--- config.mk ---
export PLATFORM = sky130hd
export DESIGN_NAME = addsub_rr_arbiter
export DESIGN_NICKNAME = d
export VERILOG_FILES = /design/src/rtl/addsub_rr_arbiter.sv
export SDC_FILE = /design/constraint.sdc
export NUM_CORES = 1
export LEC_CHECK = 0
export ABC_CLOCK_PERIOD_IN_PS = 4400
export CAP_MARGIN = 40
export CORE_MARGIN = 4
export CORE_UTILIZATION = 41
export DETAILED_ROUTE_END_ITERATION = 8
export PLACE_DENSITY = 0.86
export SYNTH_ARGS = -nofsm -noshare
export SYNTH_HDL_FRONTEND = slang
export SYNTH_SLANG_ARGS = --single-unit
--- constraint.sdc ---
create_clock -name clk -period 4.4 [get_ports clk]
set_input_delay 0.66 -clock clk [delete_from_list [all_inputs] [get_ports clk]]
set_output_delay 0.66 -clock clk [all_outputs]
set_load 0.02 [all_outputs]
--- src/rtl/addsub_rr_arbiter.sv ---
// Purpose: round-robin sequencer sharing one W-bit add/sub datapath among NREQ requesters.
// Latency: req seen in IDLE at cycle t -> gnt pulse at t+1 -> rsp_valid from t+2 (one op per 3 cycles best case).
// Backpressure: rsp_* held while rsp_ready=0; no new grant is issued until the response is taken.
//
// Ports:
//   clk, rst          rising-edge clock, synchronous active-high reset
//   req/req_a/req_b/  per-requester request, flattened operands ([i*W +: W]) and
//   req_sub           op select (1 = a-b, 0 = a+b); held until that requester's gnt
//   gnt               one-hot, single-cycle acceptance pulse
//   dp_a/dp_b/dp_sub  registered operands and subtract control to the external datapath
//   dp_sum/dp_cout    combinational result returned by the datapath
//   rsp_valid/ready   response handshake carrying rsp_id, rsp_sum, rsp_cout
//   busy              high whenever the sequencer is not IDLE
//
// Optional: define ADDSUB_ARB_OVF_EN to add rsp_ovf, the captured two's-complement
// signed-overflow flag of the operation.

module addsub_rr_arbiter #(
  parameter int NREQ = 4,
  parameter int W    = 12,
  parameter int IDW  = 2
) (
  input  logic              clk,
  input  logic              rst,
  input  logic [NREQ-1:0]   req,
  input  logic [NREQ*W-1:0] req_a,
  input  logic [NREQ*W-1:0] req_b,
  input  logic [NREQ-1:0]   req_sub,
  output logic [NREQ-1:0]   gnt,
  output logic [W-1:0]      dp_a,
  output logic [W-1:0]      dp_b,
  output logic              dp_sub,
  input  logic [W-1:0]      dp_sum,
  input  logic              dp_cout,
  output logic              rsp_valid,
  input  logic              rsp_ready,
  output logic [IDW-1:0]    rsp_id,
  output logic [W-1:0]      rsp_sum,
  output logic              rsp_cout,
`ifdef ADDSUB_ARB_OVF_EN
  output logic              rsp_ovf,
`endif
  output logic              busy
);

  localparam int PW = (NREQ > 1) ? $clog2(NREQ) : 1;

  typedef enum logic [1:0] {
    IDLE  = 2'd0,
    ISSUE = 2'd1,
    RESP  = 2'd2
  } state_t;

  state_t state, state_nxt;

  logic [PW-1:0]   ptr;
  logic [PW-1:0]   ptr_nxt;

  logic [NREQ-1:0] mask_hi;
  logic [NREQ-1:0] pend_hi;
  logic [NREQ-1:0] search_vec;
  logic            sel_vld;
  logic [PW-1:0]   sel_idx;
  logic [NREQ-1:0] sel_oh;
  logic [W-1:0]    sel_a;
  logic [W-1:0]    sel_b;
  logic            sel_sub;

  logic            grant_en;
  logic            capture_en;
  logic            rsp_done;

  // Round-robin pick: requests at or above ptr win first; if none of those
  // are pending, wrap and take the lowest-numbered request overall.
  always_comb begin
    mask_hi = '0;
    for (int i = 0; i < NREQ; i++) begin
      mask_hi[i] = (i >= int'(ptr));
    end
    pend_hi    = req & mask_hi;
    search_vec = (|pend_hi) ? pend_hi : req;
  end

  // Lowest set bit of search_vec, with the winner's operands muxed out.
  always_comb begin
    sel_vld = 1'b0;
    sel_idx = '0;
    sel_oh  = '0;
    sel_a   = '0;
    sel_b   = '0;
    sel_sub = 1'b0;
    for (int i = 0; i < NREQ; i++) begin
      if (!sel_vld && search_vec[i]) begin
        sel_vld    = 1'b1;
        sel_idx    = PW'(i);
        sel_oh[i]  = 1'b1;
        sel_a      = req_a[i*W +: W];
        sel_b      = req_b[i*W +: W];
        sel_sub    = req_sub[i];
      end
    end
  end

  // Pointer moves one past the winner, wrapping at NREQ (not at 2**PW).
  always_comb begin
    if (sel_idx == PW'(NREQ - 1)) begin
      ptr_nxt = '0;
    end else begin
      ptr_nxt = sel_idx + PW'(1);
    end
  end

  // Next-state logic and per-state strobes.
  always_comb begin
    state_nxt  = state;
    grant_en   = 1'b0;
    capture_en = 1'b0;
    rsp_done   = 1'b0;
    case (state)
      IDLE: begin
        if (sel_vld) begin
          grant_en  = 1'b1;
          state_nxt = ISSUE;
        end
      end
      ISSUE: begin
        capture_en = 1'b1;
        state_nxt  = RESP;
      end
      RESP: begin
        if (rsp_valid && rsp_ready) begin
          rsp_done  = 1'b1;
          state_nxt = IDLE;
        end
      end
      default: begin
        state_nxt = IDLE;
      end
    endcase
  end

  always_ff @(posedge clk) begin
    if (rst) begin
      state <= IDLE;
    end else begin
      state <= state_nxt;
    end
  end

`ifdef ADDSUB_ARB_OVF_EN
  // Signed overflow: operands (B as seen by the adder, i.e. inverted for
  // subtract) share a sign and the result's sign differs from A.
  logic ovf_calc;
  always_comb begin
    if (dp_sub) begin
      ovf_calc = (dp_a[W-1] != dp_b[W-1]) && (dp_sum[W-1] != dp_a[W-1]);
    end else begin
      ovf_calc = (dp_a[W-1] == dp_b[W-1]) && (dp_sum[W-1] != dp_a[W-1]);
    end
  end
`endif

  // Datapath drive, grant pulse and response capture.
  always_ff @(posedge clk) begin
    if (rst) begin
      ptr       <= '0;
      gnt       <= '0;
      dp_a      <= '0;
      dp_b      <= '0;
      dp_sub    <= 1'b0;
      rsp_valid <= 1'b0;
      rsp_id    <= '0;
      rsp_sum   <= '0;
      rsp_cout  <= 1'b0;
`ifdef ADDSUB_ARB_OVF_EN
      rsp_ovf   <= 1'b0;
`endif
    end else begin
      // gnt is only ever high during the single ISSUE cycle.
      gnt <= '0;
      if (grant_en) begin
        gnt    <= sel_oh;
        dp_a   <= sel_a;
        dp_b   <= sel_b;
        dp_sub <= sel_sub;
        rsp_id <= IDW'(sel_idx);
        ptr    <= ptr_nxt;
      end
      if (capture_en) begin
        rsp_sum   <= dp_sum;
        rsp_cout  <= dp_cout;
        rsp_valid <= 1'b1;
`ifdef ADDSUB_ARB_OVF_EN
        rsp_ovf   <= ovf_calc;
`endif
      end
      if (rsp_done) begin
        rsp_valid <= 1'b0;
      end
    end
  end

  assign busy = (state != IDLE);

endmodule

Word-level counts from Yosys, hierarchy flattened

Index checks and enable logic that the tools add are counted.

Register bits after elaboration: 49
Bits of input ports: 120
Output and inout port bits: 46
Word-level logic and storage cells: 66

Add/sub/neg operators: 1
Order comparisons: 3
Equality and inequality tests: 5
Multiplexer cells: 32
Bitwise logic cells: 2
Reduce and logical (&&, ||, !) cells: 13

Operators by type and width:

| cell                                                | number |
|---|---|
| two-way mux 12 bit                                  | 8 |
| two-way mux 1 bit                                   | 17 |
| two-way mux 2 bit                                   | 5 |
| case mux 2 bit (3 select lines)                     | 1 |
| bitwise AND 4 bit                                   | 1 |
| == test 2 bit (second input constant)               | 2 |
| >= comparator 1 x 2 -> 1 bit (first input constant) | 2 |
| logical AND 1 bit                                   | 4 |
| two-way mux 4 bit                                   | 1 |
| inequality test 2 bit (second input constant)       | 2 |
| OR reduction 2 bit                                  | 2 |
| OR reduction 4 bit                                  | 1 |
| logical NOT 1 bit                                   | 3 |
| adder 2 x 1 -> 2 bit (second input constant)        | 1 |
| == test 2 x 1 -> 1 bit (second input constant)      | 1 |
| >= comparator 2 bit (first input constant)          | 1 |
| logical NOT 2 bit                                   | 1 |
| AND reduction 2 bit                                 | 1 |
| nonzero test 2 bit                                  | 1 |
| NOT 1 bit                                           | 1 |

Logic depth before layout (Yosys ltp)

Gate-level depths: netlist of run 1.

Depth in word-level cells: 18
Mapped depth: 8
Mapped depth without buffers: 5

Worst setup path after synthesis of run 1

Ideal clock, no wire load.

Path type: input to register
Start point: input req[3]
End point: register dp_a[0]
Setup time: 0.121 ns
Arrival: 1.767 ns
Required time: 4.279 ns
Slack: 2.512 ns
Stages: 7
Buffers on the path: 3
Cells stage by stage: buf_2 -> buf_2 -> a311oi_4 -> buf_6 -> a21oi_1 -> o21ai_1 -> o21ai_1

Word-level cells in the longest chain between the ends: 15
Elaborated cells between the ends (all ways): 19
Those cells by class: mux (11); bitwise (1); reduce/logical (7)

Ends and longest elaborated chain:

| element              | RTL line | source |
|---|---|---|
| start, declared      | 25       | `input logic [NREQ-1:0] req,` |
| bitwise AND 4 bit    | 80       | `pend_hi = req & mask_hi;` |
| OR reduction 4 bit   | 81       | `search_vec = (\|pend_hi) ? pend_hi : req;` |
| two-way mux 4 bit *  | 81       |  |
| two-way mux 1 bit    | 93       | `if (!sel_vld && search_vec[i]) begin` |
| logical NOT 1 bit    | 93       |  |
| logical AND 1 bit    | 93       |  |
| two-way mux 1 bit    | 93       |  |
| logical NOT 1 bit    | 93       |  |
| logical AND 1 bit    | 93       |  |
| two-way mux 1 bit    | 93       |  |
| logical NOT 1 bit    | 93       |  |
| logical AND 1 bit    | 93       |  |
| two-way mux 1 bit    | 93       |  |
| two-way mux 1 bit    | 121      | `if (sel_vld) begin` |
| two-way mux 1 bit    | 119      | `case (state)` |
| end signal, assigned | 183      | `dp_a <= sel_a;` |
| end, declared        | 30       | `output logic [W-1:0] dp_a,` |

Every way passes the cells marked *; elsewhere a longest branch is shown, timed or not.
A chain may end at the register's enable or synchronous reset.

Worst setup path after layout of run 1

Start point: input req[2]
End point: register dp_b[3]

Word-level cells in the longest chain between the ends: 15
Elaborated cells between the ends (all ways): 19
Those cells by class: mux (11); bitwise (1); reduce/logical (7)

Ends and longest elaborated chain:

| element              | RTL line | source |
|---|---|---|
| bitwise AND 4 bit    | 80       |  |
| OR reduction 4 bit   | 81       |  |
| two-way mux 4 bit *  | 81       |  |
| two-way mux 1 bit    | 93       |  |
| logical NOT 1 bit    | 93       |  |
| logical AND 1 bit    | 93       |  |
| two-way mux 1 bit    | 93       |  |
| logical NOT 1 bit    | 93       |  |
| logical AND 1 bit    | 93       |  |
| two-way mux 1 bit    | 93       |  |
| logical NOT 1 bit    | 93       |  |
| logical AND 1 bit    | 93       |  |
| two-way mux 1 bit    | 93       |  |
| two-way mux 1 bit    | 121      |  |
| two-way mux 1 bit    | 119      |  |
| end signal, assigned | 184      | `dp_b <= sel_b;` |
| end, declared        | 31       | `output logic [W-1:0] dp_b,` |

Marks and branches as above.

==> results of run 1 <==
## cells by family after synthesis
| kind of cell | after synthesis | synth area share (%) |
|---|---|---|
| and+or+nand+nor | 68 | 11.08 |
| DFF | 49 | 34.34 |
| buffers and inverters | 68 | 11.96 |
| AOI/OAI and AO/OA | 166 | 42.62 |
## final cells by class
cell class / instances / area [um2]
inverter: 34 / 127.6
multi-input combinational: 234 / 1534
clock buffer: 5 / 68.82
clock inverter: 3 / 25.02
fill: 577 / 2233
tap: 96 / 120.1
timing repair buffer: 170 / 1704
sequential: 49 / 980.9
## sequential cells by signal, summed over array words and instances (netlist names)
signal / flops
state: 2
ptr: 2
rsp_valid: 1
rsp_cout: 1
rsp_sum: 12
dp_b: 12
rsp_id: 2
dp_sub: 1
gnt: 4
dp_a: 12
## cells in the final DEF (no fill, tap or decap), types with 2 or more instances in the layout
| master | count |
|---|---|
| sky130_fd_sc_hd__a211oi_1 | 6 |
| sky130_fd_sc_hd__a211oi_2 | 5 |
| sky130_fd_sc_hd__a21oi_1 | 48 |
| sky130_fd_sc_hd__a221oi_1 | 16 |
| sky130_fd_sc_hd__a221oi_2 | 9 |
| sky130_fd_sc_hd__a22oi_1 | 10 |
| sky130_fd_sc_hd__a311oi_1 | 2 |
| sky130_fd_sc_hd__and2_1 | 2 |
| sky130_fd_sc_hd__buf_4 | 3 |
| sky130_fd_sc_hd__clkbuf_8 | 5 |
| sky130_fd_sc_hd__clkdlybuf4s50_1 | 164 |
| sky130_fd_sc_hd__dfxtp_1 | 49 |
| sky130_fd_sc_hd__inv_1 | 34 |
| sky130_fd_sc_hd__inv_6 | 2 |
| sky130_fd_sc_hd__nand2_1 | 29 |
| sky130_fd_sc_hd__nand2b_1 | 2 |
| sky130_fd_sc_hd__nand3_1 | 2 |
| sky130_fd_sc_hd__nor2_1 | 20 |
| sky130_fd_sc_hd__nor2b_1 | 3 |
| sky130_fd_sc_hd__nor3_1 | 4 |
| sky130_fd_sc_hd__o211ai_1 | 16 |
| sky130_fd_sc_hd__o21ai_0 | 15 |
| sky130_fd_sc_hd__o21ai_1 | 18 |
| sky130_fd_sc_hd__o2bb2ai_1 | 11 |
## through the flow
step	cell area, um2	hold slack, ns	power (mW)
6_report	4561	0.4596	1.563
5_1_grt	4561	0.4770	1.654
4_1_cts	4561	0.4624	1.574
3_5_place_dp	4467	0.4477	1.283
3_3_place_gp	4432	0.4412	1.258
2_1_floorplan	2856	0.5017	0.9868
## worst reg2reg max path: stages, from the launching register on
cell                       delay, ns
sky130_fd_sc_hd__dfxtp_1        0.60
sky130_fd_sc_hd__inv_1          0.12
sky130_fd_sc_hd__o22ai_1        0.27
sky130_fd_sc_hd__a32o_2         0.70
sky130_fd_sc_hd__a22oi_1        0.18
sky130_fd_sc_hd__a211oi_1       0.31
## where the power goes
part | switching [mW] | total [mW] | internal, mW
Sequential | 0.0488 | 0.564 | 0.515
Combinational | 0.368 | 0.709 | 0.342
Clock | 0.173 | 0.290 | 0.116
Total | 0.590 | 1.56 | 0.973
## path summary, 6_finish.rpt
check,startpoint,to,slack (ns),cells after the start
hold reg to reg,rsp_sum[4]$_SDFFE_PP0N_,rsp_sum[4]$_SDFFE_PP0N_,0.46,2
setup reg to reg,ptr[0]$_SDFFE_PP0P_,dp_b[3]$_SDFFE_PP0P_,2.14,5
hold / removal,rsp_sum[4]$_SDFFE_PP0N_,rsp_sum[4]$_SDFFE_PP0N_,0.46,2
setup / recovery,req[2],dp_b[3]$_SDFFE_PP0P_,1.65,6
## per-layer routing
layer  up-vias  wire, um
li1       1568         -
met1      1523      3861
met2       131      4950
met3        19       758
met4         0       198
met5         -         0
==> PnR_summary.wiki, run 1 <==
{| class="wikitable"
! Metric !! Value
|-
| Final antenna-violating net count || 0
|-
| Area enclosed by the die boundary || 8367 um2
|-
| Number of buffers created by CTS || 5
|-
| # diodes || 0
|-
| Post-layout min period || 2.753 ns
|-
| Global routing usage on met1 || 24.61%
|-
| Fin util || 67.13%
|-
| Top achievable clock speed || 0.3633 GHz
|-
| Mean instance size in the synthesized netlist || 8.138 um2
|-
| Overflow after GRT || 0
|-
| Met3 capacity usage during global routing || 6.214%
|-
| Total standard cell area after synthesis || 2856 um2
|-
| PnR worst setup slack || 1.647 ns
|-
| Post-synthesis cell type with the largest combined area || sky130_fd_sc_hd__dfxtp_1
|-
| Flip-flop and latch count after synthesis || 49
|-
| Final worst path period share || 62.56%
|-
| Cells after Synth || 351
|-
| Setup TNS after final layout || 0 ns
|-
| Number of levels the H-tree was split into || 2
|-
| Vias in the first global route || 3236
|-
| Number of buffers on the longest clock path || 2
|-
| Pwr per Cell Area || 342.7 nW/um2
|-
| Cell at the root of the clock tree || sky130_fd_sc_hd__clkbuf_8
|-
| DRC violation count after routing || 0
|-
| Layout Skew || 0.008395 ns
|-
| Proportion of layout cells with a drive suffix above 1 || 7.273%
|-
| Die Wd || 91.47 um
|-
| Relative area change from synthesis to final layout || 59.66%
|-
| Number of clock sinks || 49
|-
| DIE HEIGHT || 91.47 um
|-
| Num rows || 30
|-
| Path type of the worst min-delay path || reg -> reg
|-
| Post-Place Cells || 583
|-
| Total of buffers placed on input and output ports || 165
|-
| Least-Margin Pin Slew || 0.9456 ns
|-
| Global-route wire length before repair || 15440 um
|-
| Final setup vio count || 0
|-
| Boundary pin count || 166
|-
| Sequential area share after synthesis || 34.34%
|-
| Clock slew seen by the registers of the worst setup and hold paths || 0.10 ns
|-
| Initial standard-cell utilization of the core || 42.04%
|-
| Setup bufs post-CTS || 0
|-
| Vias/cell || 5.484
|-
| Antenna violations before repair || 0
|-
| Dpl hpwl || 7158 um
|-
| Cts-stage hold buffer count || 0
|-
| Core area || 6794 um2
|-
| Worst stage delay on the critical path || 0.78 ns
|-
| Static leakage || 1.644 nW
|-
| Post-synthesis net count || 471
|-
| Most frequent cell after synthesis || sky130_fd_sc_hd__dfxtp_1
|-
| Max cap viols || 0
|-
| Req. time, crit path || 4.62 ns
|-
| Number of violations reported at the end of detailed-routing iteration 0 || 116
|-
| Final-stage net count || 614
|-
| DR pass1 iterations || 4
|-
| Flip-flop cell with the highest count after synthesis || sky130_fd_sc_hd__dfxtp_1
|-
| Final WL || 9768 um
|-
| Post-synth top cells || sky130_fd_sc_hd__dfxtp_1, sky130_fd_sc_hd__a21oi_1, sky130_fd_sc_hd__inv_1
|-
| Unique masters post-synth || 41
|-
| Clk Latency, worst-skew pair || 0.31 ns
|-
| Final hold violations || 0
|-
| Outcome || finished clean
|-
| Max FO, Critical Path || 25
|-
| GR Util All Layers || 22.45%
|-
| Buffers and inverters on the worst path || 2
|-
| Slew HR || 36.96%
|-
| Data arrival time of the critical path || 2.98 ns
|-
| Via total after detailed routing || 3241
|-
| Number of enable flip-flop cells after synthesis || 0
|-
| Setup Crit Path Kind || in -> reg
|-
| Pin count of the biggest net entering global routing || 40
|-
| Area share of the leading cell type in the synthesized netlist || 34.34%
|-
| Cell family with the largest share of critical-path delay || compound AO/OA/AOI/OAI gates
|-
| CP cell instances || clkdlybuf4s50_1, inv_1, nor2_1, a32o_2, a22oi_1, a211oi_1
|-
| Final weighted congestion in routability-driven placement || 0.7997
|-
| Slowest CP cell || sky130_fd_sc_hd__clkdlybuf4s50_1
|-
| Warning count from the yosys run || 0
|-
| Sort of element at the end of the critical path || register
|-
| RSZ-0062 raised after global routing || no
|-
| Top post-synthesis cells by area || sky130_fd_sc_hd__dfxtp_1, sky130_fd_sc_hd__a21oi_1, sky130_fd_sc_hd__a221oi_1
|-
| Post_cts resized || 0
|-
| FFs w/ async S/R, synth || 0%
|-
| Filler-free cell count of the finished design || 591
|-
| Count of pins over their slew limit || 0
|-
| VDD IR max || 0.1726 mV
|-
| Critical Path Start Type || input pin
|-
| Global routing's busiest layer || met2
|-
| Worst Setup Slack post-DPL || 1.370 ns
|-
| TritonCTS clock tree || built
|-
| Routed length per placed instance || 16.53 um
|-
| Routing usage on met2 || 41.33%
|}
(Power assumes the default switching activity.)
==> inputs of run 2 (changes only) <==
==> config.mk (replaced) <==
export PLATFORM = sky130hd
export DESIGN_NAME = addsub_rr_arbiter
export DESIGN_NICKNAME = d
export VERILOG_FILES = /design/src/rtl/addsub_rr_arbiter.sv
export SDC_FILE = /design/constraint.sdc
export NUM_CORES = 1
export LEC_CHECK = 0
export ABC_CLOCK_PERIOD_IN_PS = 2770
export CAP_MARGIN = 40
export CORE_MARGIN = 4
export CORE_UTILIZATION = 38
export DETAILED_ROUTE_END_ITERATION = 8
export PLACE_DENSITY = 0.81
export SYNTH_ARGS = -nofsm -noshare
export SYNTH_HDL_FRONTEND = slang
export SYNTH_SLANG_ARGS = --single-unit
==> constraint.sdc (replaced) <==
create_clock -name clk -period 2.77 [get_ports clk]
set_input_delay 0.4155 -clock clk [delete_from_list [all_inputs] [get_ports clk]]
set_output_delay 0.4155 -clock clk [all_outputs]
set_load 0.02 [all_outputs]
==> run 2 against run 1 <==
First-iteration DRC count is 26% higher. Register-to-register slack worse by 1.5 ns. Total power is 60% higher. Design area is 1.9% higher. Clock skew is 0.0013 ns lower. Flip-flop and latch count stayed put. Sequential power is 60% higher. Clock-buffer cell count stayed put. Clock power is 50% higher. Core utilization is 3.4 points lower. Via count is 0.77% higher.
==> PnR_summary.wiki, run 2 (synthesized netlist as in run 1, its figures left out) <==
{| class="wikitable"
! Metric !! Value
|-
| Top achievable clock speed || 0.4459 GHz
|-
| Core area || 7292 um2
|-
| Number of levels the H-tree was split into || 2
|-
| Least-Margin Pin Slew || 0.8120 ns
|-
| Vias in the first global route || 3388
|-
| Routed length per placed instance || 16.32 um
|-
| Outcome || finished clean
|-
| Cell depth of the worst min-delay path || 2
|-
| Proportion of layout cells with a drive suffix above 1 || 9.289%
|-
| Area enclosed by the die boundary || 8968 um2
|-
| Reg2reg end || dp_b[8]$_SDFFE_PP0P_
|-
| Layout Skew || 0.007080 ns
|-
| Dpl hpwl || 7507 um
|-
| Min-Delay Startpoint || rsp_sum[11]$_SDFFE_PP0N_
|-
| Most used cells in the layout excluding fill and tap cells || sky130_fd_sc_hd__clkdlybuf4s50_1, sky130_fd_sc_hd__dfxtp_1, sky130_fd_sc_hd__a21oi_1
|-
| Max FO, Critical Path || 25
|-
| Post_cts resized || 0
|-
| Worst stage delay on the critical path || 0.64 ns
|-
| Cts-stage hold buffer count || 0
|-
| Buffers and inverters on the worst path || 2
|-
| RSZ-0062 raised after global routing || no
|-
| End of the worst hold path || rsp_sum[11]$_SDFFE_PP0N_
|-
| Critical Path Start Type || input pin
|-
| Number of buffers created by CTS || 5
|-
| Final hold violations || 0
|-
| Setup bufs post-CTS || 0
|-
| GR Util All Layers || 21.97%
|-
| VDD IR max || 0.3200 mV
|-
| Cell family with the largest share of critical-path delay || compound AO/OA/AOI/OAI gates
|-
| Clock slew seen by the registers of the worst setup and hold paths || 0.09 ns
|-
| Count of pins over their slew limit || 0
|-
| Total of buffers placed on input and output ports || 165
|-
| Die Wd || 94.70 um
|-
| Cell at the root of the clock tree || sky130_fd_sc_hd__clkbuf_8
|-
| Final setup vio count || 0
|-
| DR pass1 iterations || 4
|-
| Global-route wire length before repair || 15770 um
|-
| Cell depth of the worst flop-to-flop path || 5
|-
| Number of fill cells in the layout || 669
|-
| Launch point of the worst reg-to-reg path || ptr[0]$_SDFFE_PP0P_
|-
| PnR worst setup slack || 0.5272 ns
|-
| Boundary pin count || 166
|-
| Worst Setup Slack post-DPL || 0.2225 ns
|-
| Most common cell after layout, fill and taps aside || sky130_fd_sc_hd__clkdlybuf4s50_1
|-
| Slew HR || 45.76%
|-
| Via total after detailed routing || 3266
|-
| Relative area change from synthesis to final layout || 62.72%
|-
| Filler-free cell count of the finished design || 605
|-
| Final antenna-violating net count || 0
|-
| TritonCTS clock tree || built
|-
| Pin count of the biggest net entering global routing || 37
|-
| Max cap viols || 0
|-
| Antenna violations before repair || 0
|-
| Sort of element at the end of the critical path || register
|-
| Layout Cell Area excl Fill || 4648 um2
|-
| Dpl cell area || 4558 um2
|-
| Largest regs || dp_a (12), dp_b (12), rsp_sum (12)
|-
| Initial standard-cell utilization of the core || 39.17%
|-
| # diodes || 0
|-
| Setup TNS after final layout || 0 ns
|-
| Slowest CP cell || sky130_fd_sc_hd__a32o_2
|-
| Setup Crit Path Kind || in -> reg
|-
| Req. time, crit path || 3.00 ns
|-
| CP cell instances || clkdlybuf4s50_1, inv_1, nor2_1, a32o_2, a22oi_1, a211oi_2
|-
| Final weighted congestion in routability-driven placement || 0.8015
|-
| Path type of the worst min-delay path || reg -> reg
|-
| Data arrival time of the critical path || 2.47 ns
|-
| Number of violations reported at the end of detailed-routing iteration 0 || 146
|-
| Post-layout min period || 2.243 ns
|-
| Final-stage net count || 625
|-
| Final worst path period share || 80.97%
|-
| Static leakage || 1.697 nW
|-
| R2R setup slack || 0.61 ns
|-
| Number of buffers on the longest clock path || 2
|-
| Num rows || 31
|-
| Post-Place Cells || 597
|-
| DRC violation count after routing || 0
|-
| Vias/cell || 5.398
|-
| Pwr per Cell Area || 537.7 nW/um2
|-
| Number of clock sinks || 49
|-
| Clk Latency, worst-skew pair || 0.31 ns
|-
| DIE HEIGHT || 94.70 um
|-
| Final WL || 9873 um
|-
| Overflow after GRT || 0
|}
-- run 2: stage by stage --
| stage | util, % | hold slack, ns | total power [mW] |
|---|---|---|---|
| after CTS | 63.74 | 0.4664 | 2.517 |
| final | 63.74 | 0.4597 | 2.499 |
| after detailed placement | 62.51 | 0.4530 | 2.081 |
| after floorplan | - | 0.5017 | 1.568 |
| after global placement | 62.23 | 0.4417 | 2.047 |
| after global routing | 63.74 | 0.4927 | 2.658 |
-- run 2: layout make-up --
| type | instances | area (um2) | area share [%] |
|---|---|---|---|
| repair buffers | 181 | 1792 | 38.55 |
| multi-input cells | 234 | 1534 | 33.00 |
| flip-flops and latches | 49 | 980.9 | 21.10 |
| inverters | 34 | 127.6 | 2.746 |
| well taps | 99 | 123.9 | 2.665 |
| clock buffers | 5 | 68.82 | 1.480 |
| clock inverters | 3 | 21.27 | 0.4576 |
-- run 2: how the worst max path moves through the flow --
stage / cells past startpoint / from / slack (ns) / end
finish: 6 / req[2] / 0.53 / dp_b[8]$_SDFFE_PP0P_
CTS: 6 / req[2] / 0.54 / dp_b[8]$_SDFFE_PP0P_
global route: 6 / req[2] / 0.34 / dp_b[8]$_SDFFE_PP0P_
global placement: 6 / req[2] / 0.34 / dp_b[8]$_SDFFE_PP0P_
floorplan: 7 / req[3] / 1.13 / dp_a[0]$_SDFFE_PP0P_
detailed placement: 6 / req[2] / 0.22 / dp_a[9]$_SDFFE_PP0P_
-- run 2: report_power, final --
| group | total [mW] | switching [mW] | internal [mW] |
|---|---|---|---|
| sequential | 0.900 | 0.0816 | 0.819 |
| clock | 0.436 | 0.256 | 0.180 |
| combinational | 1.16 | 0.590 | 0.573 |
| total | 2.50 | 0.928 | 1.57 |
-- run 2: worst register-to-register path, delay by kind of cell, from the launching register on --
family,cells,cell delay (ns)
flops,1,0.58
compound gates,4,1.41
buf+inv,1,0.11
-- run 2: per-layer routing --
layer  global-route usage (%)  wire, um
met5                        0         0
met3                    5.259       872
met4                    10.10       264
met1                    25.46      3687
met2                    38.05      5050
==> edit 1: new RTL, settings of run 1 <==
The parameter `W` goes from 12 to 18.
--- a/src/rtl/addsub_rr_arbiter.sv
+++ b/src/rtl/addsub_rr_arbiter.sv
@@ -17,7 +17,7 @@
 
 module addsub_rr_arbiter #(
   parameter int NREQ = 4,
-  parameter int W    = 12,
+  parameter int W    = 18,
   parameter int IDW  = 2
 ) (
   input  logic              clk,
Interface: changed (6 resized); port bits go from 166 to 238. The function was not compared with the original's and may differ.
==> edit 1 against run 1 <==
Critical path depth is 1 higher. Final cell count rose by 47%. Wire length up 66%. Total power is 41% higher. Critical endpoint is now dp_a[11]. Worst setup slack improved by 0.018 ns. Synthesized area rose by 42%. Final area increased by 44%. Sequential cell count rose by 18.
==> edit 1: results <==
set metrics [dict create \
    fin_worst_skew_ns 0.0103 \
    slowest_delay_ns 0.66 \
    met3WireLength_um 1420 \
    setup_ws_ns 1.67 \
    h-tree-depth 3 \
    grtUsageMet3_pct 5.16 \
    hp-start "rsp_sum[1]" \
    clkLatencyLatePin_ns 0.34 \
    numCtsBuffers 9 \
    wire_per_inst_um 18.7 \
    first_pass_iters 5 \
    ff2ff_setup_slack_ns 1.76 \
    fillers 804 \
    finalWeightedCongestion 0.863 \
    reg2reg_to "dp_a[11]" \
    synth_common_cells "115 x nand2_1, 67 x dfxtp_1, 63 x a211oi_1" \
    fin_nets 904 \
    grt_use_met2_pct 47.1 \
    tightest_slew_ns 0.963 \
    port_buffers 237 \
    hold-path-endpoint "rsp_sum[1]" \
    pwr-share-clk_pct 22.6 \
    hold_slack_ns 0.454 \
    place_area_um2 6400 \
    seq_area_frac_synth_pct 33.0 \
    p_sw_uw 814 \
    globalRouteMet1Util_pct 31.2 \
    grt_pass1_vias 5032 \
    finish.utilization_pct 67.6 \
    path_max_fanout 26 \
    wl_met2_um 8020 \
    outcome "finished clean" \
    viasPerCell 5.88 \
    layout-drive-gt1-share_pct 6.40 \
    grt_pass1_wl_um 24700 \
    drt-initial-drc-count 320 \
    syn-num-nets 712 \
    pg_comb_uw 955 \
    synth_area_leaders "dfxtp_1 33%, a211oi_1 12%, nand2_1 11%, o211ai_1 7.0%, a311oi_1 6.7%" \
    crit_path_start "req[3]" \
    power-per-cell-area_nw_per_um2 335 \
    dpl.cell_count 852 \
    cts.path.max_buffers 2 \
    ir_worst_vdd_v 0.000178 \
    largest_registers "dp_a x18, dp_b x18, rsp_sum x18" \
    dp_hpwl_um 11700 \
    grt_usage_pct 26.5 \
    syn_inst 538 \
    grt_max_degree 47 \
    crit_end "dp_a[11]" \
    dp_worst_setup_slack_ns 1.33 \
    power.leakage_nw 2.40 \
    vias 5094 \
    m1WireLength_um 6300 \
]
-- edit 1: changes by cell type after synthesis, sizes merged, moves of 18 or more --
cell / run 1 / this run
nand2: 29 / 115
a211oi: 11 / 74
and3: 0 / 38
inv: 34 / 4
a311oi: 3 / 31
a221oi: 25 / 0
a21oi: 48 / 25
o211ai: 16 / 38
o21ai: 33 / 11
clkbuf: 11 / 30
dfxtp: 49 / 67
-- edit 1: worst min-delay path, delay by kind of cell (launching register included) --
kind / cells / cell delay (ns)
flops: 1 / 0.31
compound gates: 1 / 0.05
simple gates: 1 / 0.05
-- edit 1: kinds of logic (layout without fill, tap and decap cells) --
family | after synthesis | in the layout | share of synthesized area [%]
buf+inv | 71 | 267 | 8.65
simple gates | 204 | 204 | 22.1
compound gates | 196 | 196 | 36.3
flops | 67 | 67 | 33.0
-- edit 1: layout make-up --
cell class,instances,area share [%]
tap,133,2.53
clock buffer,10,1.94
sequential,67,20.4
timing repair buffer,248,37.4
inverter,4,0.228
multi-input combinational,400,36.6
clock inverter,5,0.837
==> edit 2: new RTL, settings of run 1 <==
Made on the original files. Encoding of `state_t`: now one-hot (3 bits for 3 states).
--- a/src/rtl/addsub_rr_arbiter.sv
+++ b/src/rtl/addsub_rr_arbiter.sv
@@ -45,10 +45,10 @@
 
   localparam int PW = (NREQ > 1) ? $clog2(NREQ) : 1;
 
-  typedef enum logic [1:0] {
-    IDLE  = 2'd0,
-    ISSUE = 2'd1,
-    RESP  = 2'd2
+  typedef enum logic [2:0] {
+    IDLE  = 3'b001,
+    ISSUE = 3'b010,
+    RESP  = 3'b100
   } state_t;
 
   state_t state, state_nxt;
Behaviour: no difference found for any inputs over 10 cycles, from zero or initial values and one cycle with rst high; not proved beyond that.
==> edit 2 against run 1 <==
Final cell count increased by 5.6%. Count of clock-buffer cells in the layout increased by 1. Largest power group unchanged. Wire length increased by 10%. Non-clock buffer count increased by 4. Synthesized cell count increased by 11%. Final area increased by 3.1%. Die area increased by 1.9%. Highest routed layer unchanged. Synthesized area increased by 2.1%. Critical endpoint is now dp_b[0]. Total power increased by 5.6%. Critical path depth unchanged. Global-route usage increased by 1.3 points. Worst setup slack got worse by 0.13 ns. Sequential cell count increased by 1. Critical path type unchanged.
==> edit 2: results <==
set metrics [dict create \
    p_sw_share_pct 36.6 \
    grt_usage_pct 23.8 \
    place_area_um2 4590 \
    hold-path-endpoint "rsp_sum[6]" \
    ir_worst_vdd_v 0.000191 \
    power-per-cell-area_nw_per_um2 351 \
    reg2reg_depth 6 \
    outcome "finished clean" \
    slowest_delay_ns 0.67 \
    relSlewSlack_pct 36.7 \
    synth_common_cells "79 x nand2_1, 51 x a211oi_1, 50 x dfxtp_1" \
    reg2reg_from "state[1]" \
    synth_area_leaders "dfxtp_1 34%, a211oi_1 13%, nand2_1 10%, a311oi_1 7.8%, and3_1 5.4%" \
    reg2reg_to "ptr[1]" \
    hp-start "rsp_sum[6]" \
    power_frac_seq_pct 34.4 \
    crit_end "dp_b[0]" \
    grt_pass1_wl_um 16400 \
    finalWeightedCongestion 0.915 \
    crit_path_start "req[3]" \
    dp_hpwl_um 7930 \
    drt-initial-drc-count 161 \
    grt_use_met2_pct 42.0 \
    m1WireLength_um 4310 \
    fin_nets 647 \
    grt_max_degree 50 \
    path_max_fanout 31 \
    power.leakage_nw 1.73 \
    fin_worst_skew_ns 0.00527 \
    seq_area_frac_synth_pct 34.3 \
    path_delay_family "buffers and inverters" \
    wire_per_inst_um 17.3 \
    min_period_ns 2.88 \
    layout-drive-gt1-share_pct 4.73 \
    grt_pass1_vias 3528 \
    synth_cell_types 35 \
]
-- edit 2: cell count changes in the layout (fill, tap and decap cells not counted), moves of 14 or more --
cell | run 1 | this run
a21oi_1 | 48 | 16
o21ai_1 | 18 | 0
nand2_1 | 29 | 79
and3_1 | 0 | 25
a311oi_1 | 2 | 26
inv_1 | 34 | 3
a221oi_1 | 16 | 0
nor2_1 | 20 | 34
a211oi_1 | 6 | 51
o211ai_1 | 16 | 0
-- edit 2: area by class of cell --
class | instances | area, um^2
Sequential cell | 50 | 1000
Fill cell | 597 | 2170
Clock inverter | 2 | 37.5
Multi-Input combinational cell | 293 | 1680
Clock buffer | 6 | 72.6
Tap cell | 96 | 120
Timing Repair Buffer | 174 | 1780
Inverter | 3 | 11.3
-- edit 2: worst register-to-register path: stages (launching register included) --
cell,delay [ns]
dfxtp_1,0.37
nor3b_2,0.33
inv_1,0.13
nor2_2,0.55
buf_4,0.36
nor2_1,0.08
a311oi_2,0.24
